--- src/rtl/display_pkg.sv ---
`default_nettype none
// ============================================================================
// Module : display_pkg
// Brief  : Shared capture FSM state type and 7-segment code table.
// Rev    : 1.0 - initial release
// ============================================================================
package display_pkg;

    typedef enum logic [0:0] {
        ST_SETTLE = 1'b0,
        ST_HELD   = 1'b1
    } cap_state_t;

    // Active-low gfedcba patterns for hex digits 0..F, indexed by value.
    localparam logic [6:0] c_seg_codes [16] = '{
        7'h40, 7'h79, 7'h24, 7'h30, 7'h19, 7'h12, 7'h02, 7'h78,
        7'h00, 7'h10, 7'h08, 7'h03, 7'h46, 7'h21, 7'h06, 7'h0E
    };

endpackage
`default_nettype wire

--- src/rtl/seg7_decoder.sv ---
`default_nettype none
// ============================================================================
// Module : seg7_decoder
// Brief  : Combinational inverse of the 7-segment encoder (pattern -> nibble).
// Rev    : 1.0 - initial release
// ============================================================================
module seg7_decoder
    import display_pkg::*;
(
    input  logic [6:0] i_seg,
    output logic [3:0] o_value,
    output logic       o_valid
);

    always_comb begin
        o_value = 4'h0;
        o_valid = 1'b0;
        for (int i = 0; i < 16; i++) begin
            if (i_seg == c_seg_codes[i]) begin
                o_value = 4'(i);
                o_valid = 1'b1;
            end
        end
    end

endmodule
`default_nettype wire

--- src/rtl/display_capture.sv ---
`default_nettype none
// ============================================================================
// Module : display_capture
// Brief  : Snoops a multiplexed 8-digit 7-segment bus and rebuilds 32-bit frames.
// Rev    : 1.0 - initial release
// ============================================================================
module display_capture
    import display_pkg::*;
#(
    parameter int STABLE_CYCLES  = 4,
    parameter int TIMEOUT_CYCLES = 1_000_000
) (
    input  logic        clk,
    input  logic        reset,
    input  logic [7:0]  AN,
    input  logic [6:0]  segmentos,
    output logic [31:0] hora_capturada,
    output logic        frame_valid,
    output logic        decode_error,
    output logic        timeout
);

    localparam int             c_idle_w      = $clog2(TIMEOUT_CYCLES + 1);
    localparam logic [c_idle_w-1:0] c_idle_max = c_idle_w'(TIMEOUT_CYCLES - 1);
    localparam logic [7:0]     c_stable_last = 8'(STABLE_CYCLES - 2);

    logic [7:0]          r_s_an, r_p_an;
    logic [6:0]          r_s_seg, r_p_seg;
    cap_state_t          r_state, w_state_nxt;
    logic [7:0]          r_stable_cnt, w_stable_nxt;
    logic [c_idle_w-1:0] r_idle;
    logic [7:0]          r_mask;
    logic [31:0]         r_shadow;
    logic                w_candidate, w_same, w_accept, w_dec_valid;
    logic [3:0]          w_dec_value;
    logic [2:0]          w_digit;
    logic [7:0]          w_digit_bit;

    always_ff @(posedge clk) begin
        if (reset) begin
            r_s_an  <= 8'hFF;
            r_s_seg <= 7'h7F;
            r_p_an  <= 8'hFF;
            r_p_seg <= 7'h7F;
        end else begin
            r_s_an  <= AN;
            r_s_seg <= segmentos;
            r_p_an  <= r_s_an;
            r_p_seg <= r_s_seg;
        end
    end

    assign w_candidate = ($countones(~r_s_an) == 1);
    assign w_same      = ({r_s_an, r_s_seg} == {r_p_an, r_p_seg});

    always_comb begin
        w_digit = 3'd0;
        for (int i = 0; i < 8; i++) begin
            if (!r_s_an[i]) w_digit = 3'(i);
        end
    end
    assign w_digit_bit = 8'h01 << w_digit;

    seg7_decoder u_dec (
        .i_seg   (r_s_seg),
        .o_value (w_dec_value),
        .o_valid (w_dec_valid)
    );

    always_ff @(posedge clk) begin
        if (reset) begin
            r_state      <= ST_SETTLE;
            r_stable_cnt <= 8'd0;
        end else begin
            r_state      <= w_state_nxt;
            r_stable_cnt <= w_stable_nxt;
        end
    end

    // The counter is left at STABLE_CYCLES-1 while HELD so a steady digit is taken once.
    always_comb begin
        w_state_nxt  = r_state;
        w_stable_nxt = r_stable_cnt;
        w_accept     = 1'b0;
        if (!w_candidate) begin
            w_state_nxt  = ST_SETTLE;
            w_stable_nxt = 8'd0;
        end else begin
            case (r_state)
                ST_SETTLE: begin
                    if (!w_same) begin
                        w_stable_nxt = 8'd0;
                    end else begin
                        w_stable_nxt = r_stable_cnt + 8'd1;
                        if (r_stable_cnt == c_stable_last) begin
                            w_accept    = 1'b1;
                            w_state_nxt = ST_HELD;
                        end
                    end
                end
                ST_HELD: begin
                    if (!w_same) begin
                        w_state_nxt  = ST_SETTLE;
                        w_stable_nxt = 8'd0;
                    end
                end
                default: begin
                    w_state_nxt  = ST_SETTLE;
                    w_stable_nxt = 8'd0;
                end
            endcase
        end
    end

    always_ff @(posedge clk) begin
        if (reset) begin
            r_idle         <= '0;
            r_mask         <= 8'h00;
            r_shadow       <= 32'h0;
            hora_capturada <= 32'h0;
            frame_valid    <= 1'b0;
            decode_error   <= 1'b0;
            timeout        <= 1'b0;
        end else begin
            frame_valid  <= 1'b0;
            decode_error <= 1'b0;
            timeout      <= 1'b0;

            if (w_accept)
                r_idle <= '0;
            else if (r_idle != c_idle_max)
                r_idle <= r_idle + c_idle_w'(1);

            if (w_accept && w_dec_valid)
                r_shadow[{w_digit, 2'b00} +: 4] <= w_dec_value;

            // Bad pattern outranks completion; completion outranks inactivity.
            if (w_accept && !w_dec_valid) begin
                decode_error <= 1'b1;
                r_mask       <= 8'h00;
            end else if (r_mask == 8'hFF) begin
                hora_capturada <= r_shadow;
                frame_valid    <= 1'b1;
                r_mask         <= w_accept ? w_digit_bit : 8'h00;
            end else if (w_accept) begin
                r_mask <= r_mask | w_digit_bit;
            end else if ((r_idle == c_idle_max) && (r_mask != 8'h00)) begin
                r_mask  <= 8'h00;
                timeout <= 1'b1;
            end
        end
    end

endmodule
`default_nettype wire

--- config.mk ---
export PLATFORM = sky130hd
export DESIGN_NAME = display_capture
export DESIGN_NICKNAME = d
export VERILOG_FILES = /design/src/rtl/display_pkg.sv /design/src/rtl/seg7_decoder.sv /design/src/rtl/display_capture.sv
export SDC_FILE = /design/constraint.sdc
export NUM_CORES = 1
export LEC_CHECK = 0
export CORE_UTILIZATION = 51
export CTS_CLUSTER_SIZE = 20
export DETAILED_ROUTE_END_ITERATION = 7
export DONT_BUFFER_PORTS = 1
export PLACE_DENSITY = 0.62
export SETUP_SLACK_MARGIN = 0.15
export SLEW_MARGIN = 5
export SYNTH_ARGS = -nofsm -noshare
export SYNTH_HDL_FRONTEND = slang
export SYNTH_SLANG_ARGS = --single-unit
--- constraint.sdc ---
create_clock -name clk -period 4.7 [get_ports clk]
set_input_delay 1.41 -clock clk [delete_from_list [all_inputs] [get_ports clk]]
set_output_delay 1.41 -clock clk [all_outputs]
set_load 0.05 [all_outputs]
=== Word level (Yosys, flattened, before mapping) ===
Index checks and enable logic that the tools add are counted.

* Register bits after elaboration: 134
* Input bits: 17
* Output and inout port bits: 35

* $add $sub $neg: 10
* Eq/ne operators: 22
* Shift-type cells: 3
* Mux-type cells: 55
* Bitwise operators: 5
* Reductions and logical operators: 12

{| class="wikitable"
|+ Operators by type and width
! kind !! count
|-
| $mux W8 || 6
|-
| $bwmux W32 || 1
|-
| $mux W4 || 8
|-
| $shift A4 B7 Y32 const A || 1
|-
| $shiftx A4 B7 Y32 || 1
|-
| $mux W3 || 10
|-
| $eq A7 B7 Y1 const B || 4
|-
| $mux W1 || 26
|-
| $eq A7 B5 Y1 const B || 3
|-
| $eq A7 B6 Y1 const B || 3
|-
| $add A20 B1 Y20 const B || 1
|-
| $eq A20 B20 Y1 const B || 1
|-
| $ne A20 B20 Y1 const B || 1
|-
| $pmux W8 S2 || 1
|-
| $eq A15 B15 Y1 || 1
|-
| $eq A7 B2 Y1 const B || 2
|-
| $eq A7 B4 Y1 const B || 2
|-
| $add A1 B1 Y2 || 4
|-
| $add A8 B1 Y8 const B || 1
|-
| $eq A8 B2 Y1 const B || 1
|-
| $eq A8 B8 Y1 const B || 1
|-
| $not A8 Y8 || 1
|-
| $or A8 B8 Y8 || 1
|-
| $reduce_bool A8 Y1 || 1
|-
| other kinds (17) || 25
|}

=== Longest topological paths before layout ===
Gate-level depths: netlist (run 1).

* Word-level depth: 21
* Depth in mapped cells: 15
* Mapped depth without buffers: 13

=== Modules after synthesis ===
Synthesis (run 1) repeated with hierarchy kept, for this count alone.

* Cell total of the unflattened synthesis: 616
* Area total of the unflattened synthesis: 5886.9 sq um

{| class="wikitable"
|+ Modules (own cells, without submodules)
! module !! instances !! cells each !! area each (sq um)
|-
| display_capture || 1 || 561 || 5557.8
|-
| seg7_decoder || 1 || 55 || 329.1
|}

=== Least setup slack after synthesis (run 1) ===
No wires, ideal clock.

* Kind: flip-flop to flip-flop
* Start point: register r_s_an[0]
* End point: register r_shadow[25]
* Library setup time: 0.072 ns
* Arrival: 3.757 ns
* Slack: 0.871 ns
* Stages on the path, launching flop included: 15
* Period minus slack after synthesis: 3.829 ns
* Path through: dfxtp_1 > inv_1 > fa_1 > fa_1 > fa_1 > ha_1 > inv_1 > fa_1 > nor2_1 > a31oi_1 > or3_1 > nor3_1 > and4b_1 > buf_4 > mux2i_1

* Longest elaborated chain between the ends: 7

{| class="wikitable"
|+ Ends and longest elaborated chain
! what !! line !! source
|-
| from (decl) || display_capture.sv:27 || <nowiki>logic [7:0] r_s_an, r_p_an;</nowiki>
|-
| from (signal assigned) || display_capture.sv:41 || <nowiki>r_s_an <= 8'hFF;</nowiki>
|-
| from (signal assigned) || display_capture.sv:46 || <nowiki>r_s_an <= AN;</nowiki>
|-
| $not A8 Y8 || display_capture.sv:53 || <nowiki>assign w_candidate = ($countones(~r_s_an) == 1);</nowiki>
|-
| $add A1 B1 Y2 (not written as such) || display_capture.sv:53 ||
|-
| $add A2 B2 Y3 (not written as such) || display_capture.sv:53 ||
|-
| $add A3 B3 Y4 (not written as such) || display_capture.sv:53 ||
|-
| $eq A4 B1 Y1 || display_capture.sv:53 ||
|-
| $mux W1 * || display_capture.sv:85 || <nowiki>if (!w_candidate) begin</nowiki>
|-
| $logic_and A1 B1 Y1 * || display_capture.sv:134 || <nowiki>if (w_accept && w_dec_valid)</nowiki>
|-
| to (signal, indexed assignment) || display_capture.sv:135 || <nowiki>r_shadow[{w_digit, 2'b00} +: 4] <= w_dec_value;</nowiki>
|-
| to (decl) || display_capture.sv:33 || <nowiki>logic [31:0] r_shadow;</nowiki>
|}

Mark *: on every way between the ends. The rest lies on a longest branch, timed or not.
A chain may end at the register's enable or synchronous reset.

=== Worst setup path in the final report (run 1) ===
* Start point: register r_s_an[1]
* End point: register r_shadow[27]

* Longest elaborated chain between the ends: 10

{| class="wikitable"
|+ Ends and longest elaborated chain
! what !! line !! source
|-
| $mux W1 || display_capture.sv:59 || <nowiki>if (!r_s_an[i]) w_digit = 3'(i);</nowiki>
|-
| $mux W3 (6 in series) || display_capture.sv:59 ||
|-
| $neg A5 Y7 || display_capture.sv:135 ||
|-
| $shiftx A4 B7 Y32 or $shift A4 B7 Y32 (tied branches) || display_capture.sv:135 ||
|-
| $bwmux W32 || display_capture.sv:135 ||
|}

Parallel ways exist; a longest one is shown, timed or not.

==> run metrics, run 1 <==
Core Area 0.0109 mm²; Pwr Density 410 mW/mm²; Seq cells post-synth 134; Tcrit/Tclk final 89.9%; final setup fails 0; Final Critical Period 4.23 ns; GRT Total Usage 20.0%; clk sinks 134; DRT Wirelength 10.7 mm; via count 3,997; Synth Cell Area 0.00570 mm²; Reg area 0.00268 mm²; fraction of registers with async set/reset 0%; 1st-iter DRT viols 213; row cnt 38; hold-fix buffers at CTS 0; # Max-Cap Violations 0; clock insertion delay at the later pin of the skew report 0.51 ns; clock-pin slew on the worst setup and hold paths 0.06 ns; Worst Path Required just over 5 ns; Slew @ Worst Pin 0.953 ns; Synth Flop Type dfxtp_1; # fillers 971; WHS 0.470 ns; DRC violations left 0; total grt overflow 0; status completed; Post-Syn Nets 629; Ant. Diodes 0; Worst Clk Skew 0.00703 ns; PortBufs 0; mean routed wirelength per cell 14.5 µm; RD Place Congestion roughly 0.84; PostCTS Resize Cnt 0; DIE WIDTH 108 µm; most frequent cells in the layout dfxtp_1, nand2_1, mux2i_1; Crit. End Element flip-flop; Slew Limit Fails 0; HP Class reg -> reg; share of layout cells above drive strength 1 10.9%; Max Root-Sink Buffers 2; Pre-Repair DR Iteration Count 4; Starting Density 52.4%; postcts setup bufs 0; Synth cell types 57; ANT nets after route 0; P&R area growth vs syn 11.7%; post-DR vias/cell 5.38; clock root cell clkbuf_8; setup TNS 0 ns; proportion of synthesized chip area in sequential cells a little under half; Mean Syn Cell Area 9.57 µm²; Fin. Hold Viols 0; Num CTS Buffers 17; largest net degree at the start of global routing 58; Max-slew headroom 36.4%; r2r setup slk 0.47 ns; commonest non-fill, non-tap cell in the layout dfxtp_1; Startpoint Class flip-flop; RSZ-0062 raised after global routing false; Clock H-tree levels 4; maximum VDD drop 231 µV; I/O pin count 52; fin nets between 600 and 700; Post-synth EDFFs 0; Pwr Total 2.61 mW; synthesized instance count 596; initial antenna violation count 0; die area 0.0116 mm²; DP Wirelength 7.54 mm; Peak Freq 0.237 GHz; CTS tree yes; first-pass GRT wire length 18.1 mm; CP Max Fanout 4; area of the multi-input gates 0.00281 mm²; vias in the first global route approximately 3,900; Arrival @ worst endpoint 4.66 ns; CP Class reg -> reg; leakage power 2.58 nW; YS warnings 0; Die Y 108 µm
[worst paths after layout]
kind,start,end,depth (start not counted)
hold / removal,r_shadow[17],r_shadow[17],2
hold reg to reg,r_shadow[17],r_shadow[17],2
setup reg to reg,r_s_an[1],r_shadow[27],13
setup / recovery,r_s_an[1],r_shadow[27],13
[synthesized netlist by cell type (2+ instances only)]
cell type | number | share of area (%)
nor4_1 | 5 | 0.55
nor3_1 | 7 | 0.61
a31oi_1 | 2 | 0.22
nor2_1 | 59 | 3.9
o21ai_0 | 3 | 0.26
nand2b_1 | 2 | 0.22
xnor2_1 | 22 | 3.4
a32oi_1 | 7 | 1.1
nor2b_1 | 5 | 0.55
and3_1 | 12 | 1.3
fa_1 | 4 | 1.4
buf_2 | 6 | 0.53
nand3_1 | 16 | 1.4
or3_1 | 4 | 0.44
o211ai_1 | 3 | 0.39
nor3b_1 | 2 | 0.26
inv_1 | 18 | 1.2
nand4_1 | 11 | 1.2
and2_1 | 2 | 0.22
o311ai_0 | 2 | 0.31
and4_1 | 4 | 0.61
ha_1 | 12 | 2.6
mux2i_1 | 65 | 11
xor2_1 | 18 | 2.8
buf_6 | 2 | 0.39
clkbuf_1 | 17 | 1.1
and4b_1 | 4 | 0.70
dfxtp_1 | 134 | 47
a21oi_1 | 4 | 0.35
nand2_1 | 91 | 6.0
buf_4 | 3 | 0.39
or2_2 | 23 | 2.5
a22oi_1 | 3 | 0.39
[cell families (layout without fill, tap and decap cells)]
logic type,count (synthesis),after routing,share of synthesized area [%]
AO/OA/AOI/OAI,36,36,5.09
XOR/XNOR,40,40,6.14
adder cells (fa/ha/maj),16,16,4.04
buffers and inverters,47,54,3.68
flip-flops,134,134,47.0
multiplexers,65,65,11.4
AND/OR/NAND/NOR,258,258,22.6
[through the flow]
stage                     cell area (µm²)  utilization, %  setup WS [ns]  std cells
after global routing                 6370            58.5          0.179        743
final                                6370            58.5          0.474        743
after CTS                            6370            58.5          0.484        743
after global placement               5770            53.0          0.545        712
after detailed placement             5770            53.0          0.487        712
after floorplan                      5700               -          0.871        596
[layer usage]
metal  part of all wire, %  GRT usage [%]  vias to the layer above
li1                      -              -                     2022
met1                    49           26.1                     1886
met2                    46           32.1                       74
met3                   4.0           4.84                       15
met4                   1.4           7.14                        0
met5                     0              0                        -
[area by class of cell]
| cell class | instances | share of cell area [%] |
|---|---|---|
| clock buffers | 20 | 7.15 |
| repair buffers | 4 | 0.471 |
| clock inverters | 11 | 2.32 |
| multi-input cells | 415 | 44.1 |
| flip-flops and latches | 134 | 42.1 |
| well taps | 140 | 2.75 |
| inverters | 19 | 1.12 |
[flip-flops by register name, summed over array words and instances, names as in the netlist]
name,flops
r_shadow,32
r_p_seg,7
decode_error,1
frame_valid,1
hora_capturada,32
r_p_an,8
r_mask,8
timeout,1
r_s_an,8
r_idle,20
r_stable_cnt,8
r_state,1
r_s_seg,7
[critical path: stages (launching register included)]
cell,delay [ns]
dfxtp_1,0.36
inv_1,0.09
fa_1,0.52
fa_1,0.42
fa_1,0.50
ha_1,0.16
inv_1,0.06
fa_1,0.37
nor2_1,0.10
a31oi_1,0.10
or3_1,0.41
nor3_1,0.41
and4b_1,0.42
mux2i_1,0.22
[where the power goes]
part           internal (mW)  switching (mW)
registers               1.15          0.0185
clock network          0.849           0.480
logic                 0.0458          0.0662
No activity file was read; power rests on OpenSTA's default activity.
==> run 2, diff against run 1 <==
- CELL_PAD_IN_SITES_DETAIL_PLACEMENT: unset -> 1
- CELL_PAD_IN_SITES_GLOBAL_PLACEMENT: unset -> 1
- CORE_UTILIZATION: 51 -> 49
- PLACE_DENSITY: 0.62 -> 0.75
==> run metrics, run 2 (synthesis gave the netlist of run 1 again) <==
family with the most delay on the worst path adder cells; Clock power frac 50.4% (-0.5 points); Critical Path Stages 13 (unchanged); Startpoint Class flip-flop; hold depth 2 (unchanged); clock root cell clkbuf_16; clock insertion delay at the later pin of the skew report 0.42 ns (-0.09 ns); cell internal pwr 2.04 mW (-0.25%); I/O pin count 52 (unchanged); 1st-iter DRT viols 201 (-5.6%); DP Area 0.00577 mm² (about the same); ANT nets after route 0 (unchanged); clock-pin slew on the worst setup and hold paths 0.06 ns (about the same); first-pass GRT wire length 21.1 mm (+17%); most used cell, CP fa_1; maximum VDD drop 262 µV (+14%); Critical-path top delay cell fa_1; mean routed wirelength per cell 17.7 µm (+22%); leakage power 2.58 nW (-0.13%); Logic pwr share 4.7% (+0.4 points); GRT Total Usage 23.4% (+3.4 points); Worst Path Required 5.04 ns (-0.09 ns); setup TNS 0 ns (unchanged); CP Class reg -> reg; Hold Crit Start r_shadow[0]; Final Critical Period 4.27 ns (+0.0442 ns); CTS tree yes; # fillers 1,324 (+36%); Core Area 0.0114 mm² (+4.4%); RD Place Congestion 0.830 (-1.4%); Tcrit/Tclk final 90.9% (+0.94 points); Sw Ratio 21.6% (about the same); Max-slew headroom 45.5% (+9.1 points); Max Root-Sink Buffers 2 (unchanged); Starting Density 50.2% (-2.2 points); largest registers hora_capturada: 32 flops, r_shadow: 32 flops, r_idle: 20 flops; Clock H-tree levels 4 (unchanged); Pwr Density 409 mW/mm² (-0.19%); commonest non-fill, non-tap cell in the layout dfxtp_1; PortBufs 0 (unchanged); Ant. Diodes 0 (unchanged); area of the multi-input gates 0.00282 mm² (+0.18%); initial antenna violation count 0 (unchanged); Crit. End Element flip-flop; # Max-Cap Violations 0 (unchanged); CP peak stage delay 0.54 ns (+0.02 ns); clk sinks 134 (unchanged); DRT Wirelength 13.2 mm (+22%); Worst Clk Skew 0.00890 ns (+0.00187 ns); Critical Path Start r_s_an[3]; row cnt 39 (+2.6%); post-DR vias/cell 5.51 (+2.5%); Num CTS Buffers 17 (unchanged); share of layout cells above drive strength 1 11.0% (+0.018 points); CP Max Fanout 4 (unchanged); RSZ-0062 raised after global routing false; DIE WIDTH 110 µm (+2.0%); Peak Freq 0.234 GHz (-1.0%); Fin. Hold Viols 0 (unchanged); most frequent cells in the layout dfxtp_1, nand2_1, mux2i_1; DRC violations left 0 (unchanged); Slew @ Worst Pin 0.812 ns (-0.141 ns); sequential group share of total power 45.0% (+0.2 points); Arrival @ worst endpoint 4.61 ns (-0.05 ns); final setup fails 0 (unchanged); via count 4,106 (+2.7%); vias in the first global route 4,306 (+11%); HP Class reg -> reg; buffers and inverters on the worst path 2 (unchanged); Slew Limit Fails 0 (unchanged); largest net degree at the start of global routing 43 (-26%); reg2reg path depth 13 (unchanged); P&R area growth vs syn 11.7% (about the same); Reg area 0.00268 mm² (unchanged); DP Wirelength 8.94 mm (+19%); Die Y 110 µm (+2.0%); fin area 0.00637 mm² (about the same); die area 0.0121 mm² (+4.0%); P_sw 0.563 mW (-0.26%); status completed; fin nets 624 (unchanged); postcts setup bufs 0 (unchanged); total grt overflow 0 (unchanged); crit-path cells inv_1, fa_1, fa_1, fa_1, ha_1, inv_1, fa_1, nor2_1, a31oi_1, or3_1, nor3_2, and4b_1, mux2i_1; Pwr Total 2.60 mW (-0.25%); Pre-Repair DR Iteration Count 4 (unchanged); worst r2r src r_s_an[3]
run 2: per-layer routing:
metal | track usage (%) | vias to the layer above | routed length (µm)
met3 | 5.93 | 19 | 489
met2 | 40.5 | 67 | 6680
li1 | - | 2016 | -
met1 | 27.2 | 2004 | 5780
met5 | 0 | - | 0
met4 | 10.4 | 0 | 207
run 2: timing repair:
| item | 4_1_cts | 5_1_grt |
|---|---|---|
| gates resized for setup | 0 | 1 |
| hold endpoints to repair | 0 | 0 |
| hold buffers | 0 | 0 |
| setup endpoints to repair | 0 | 16 |
run 2: cell type report:
type	count	area share [%]
multi-input cells	415	44.2
flip-flops and latches	134	42.1
clock buffers	22	7.76
well taps	143	2.81
clock inverters	8	1.51
inverters	19	1.12
repair buffers	4	0.471
run 2: power groups by stage:
stage	combinational (mW)	clock, mW	sequential (mW)
finish	0.122	1.31	1.17
global route	0.135	1.38	1.17
CTS	0.122	1.34	1.17
detailed placement	0.117	0	1.19
global placement	0.110	0	1.19
floorplan	0.0976	0	1.18
run 2: per-stage QoR:
stage	std cells	hold slack (ns)	util [%]	setup WS (ns)
global placement	715	0.457	50.8	0.522
CTS	745	0.477	56.0	0.264
floorplan	596	0.442	-	0.871
finish	745	0.475	56.0	0.429
global route	745	0.499	56.0	0.202
detailed placement	715	0.467	50.8	0.329
run 2: path summary, 6_finish.rpt:
kind	slack (ns)	end
worst min register to register	0.47	r_shadow[0]
worst max-delay path	0.43	r_shadow[11]
worst min-delay path	0.47	r_shadow[0]
worst max register to register	0.43	r_shadow[11]
run 2: worst reg2reg max path: stages (launching register included):
cell and delay (ns):
dfxtp_1 0.39, inv_1 0.11, fa_1 0.54, fa_1 0.44
fa_1 0.50, ha_1 0.16, inv_1 0.05, fa_1 0.38
nor2_1 0.11, a31oi_1 0.11, or3_1 0.44, nor3_2 0.34
and4b_1 0.40, mux2i_1 0.23
==> run 3, diff against run 2 <==
- SLEW_MARGIN: 5 -> unset
==> results of run 3 <==
The final DEF is identical to that of run 2; final timing and power are the same.
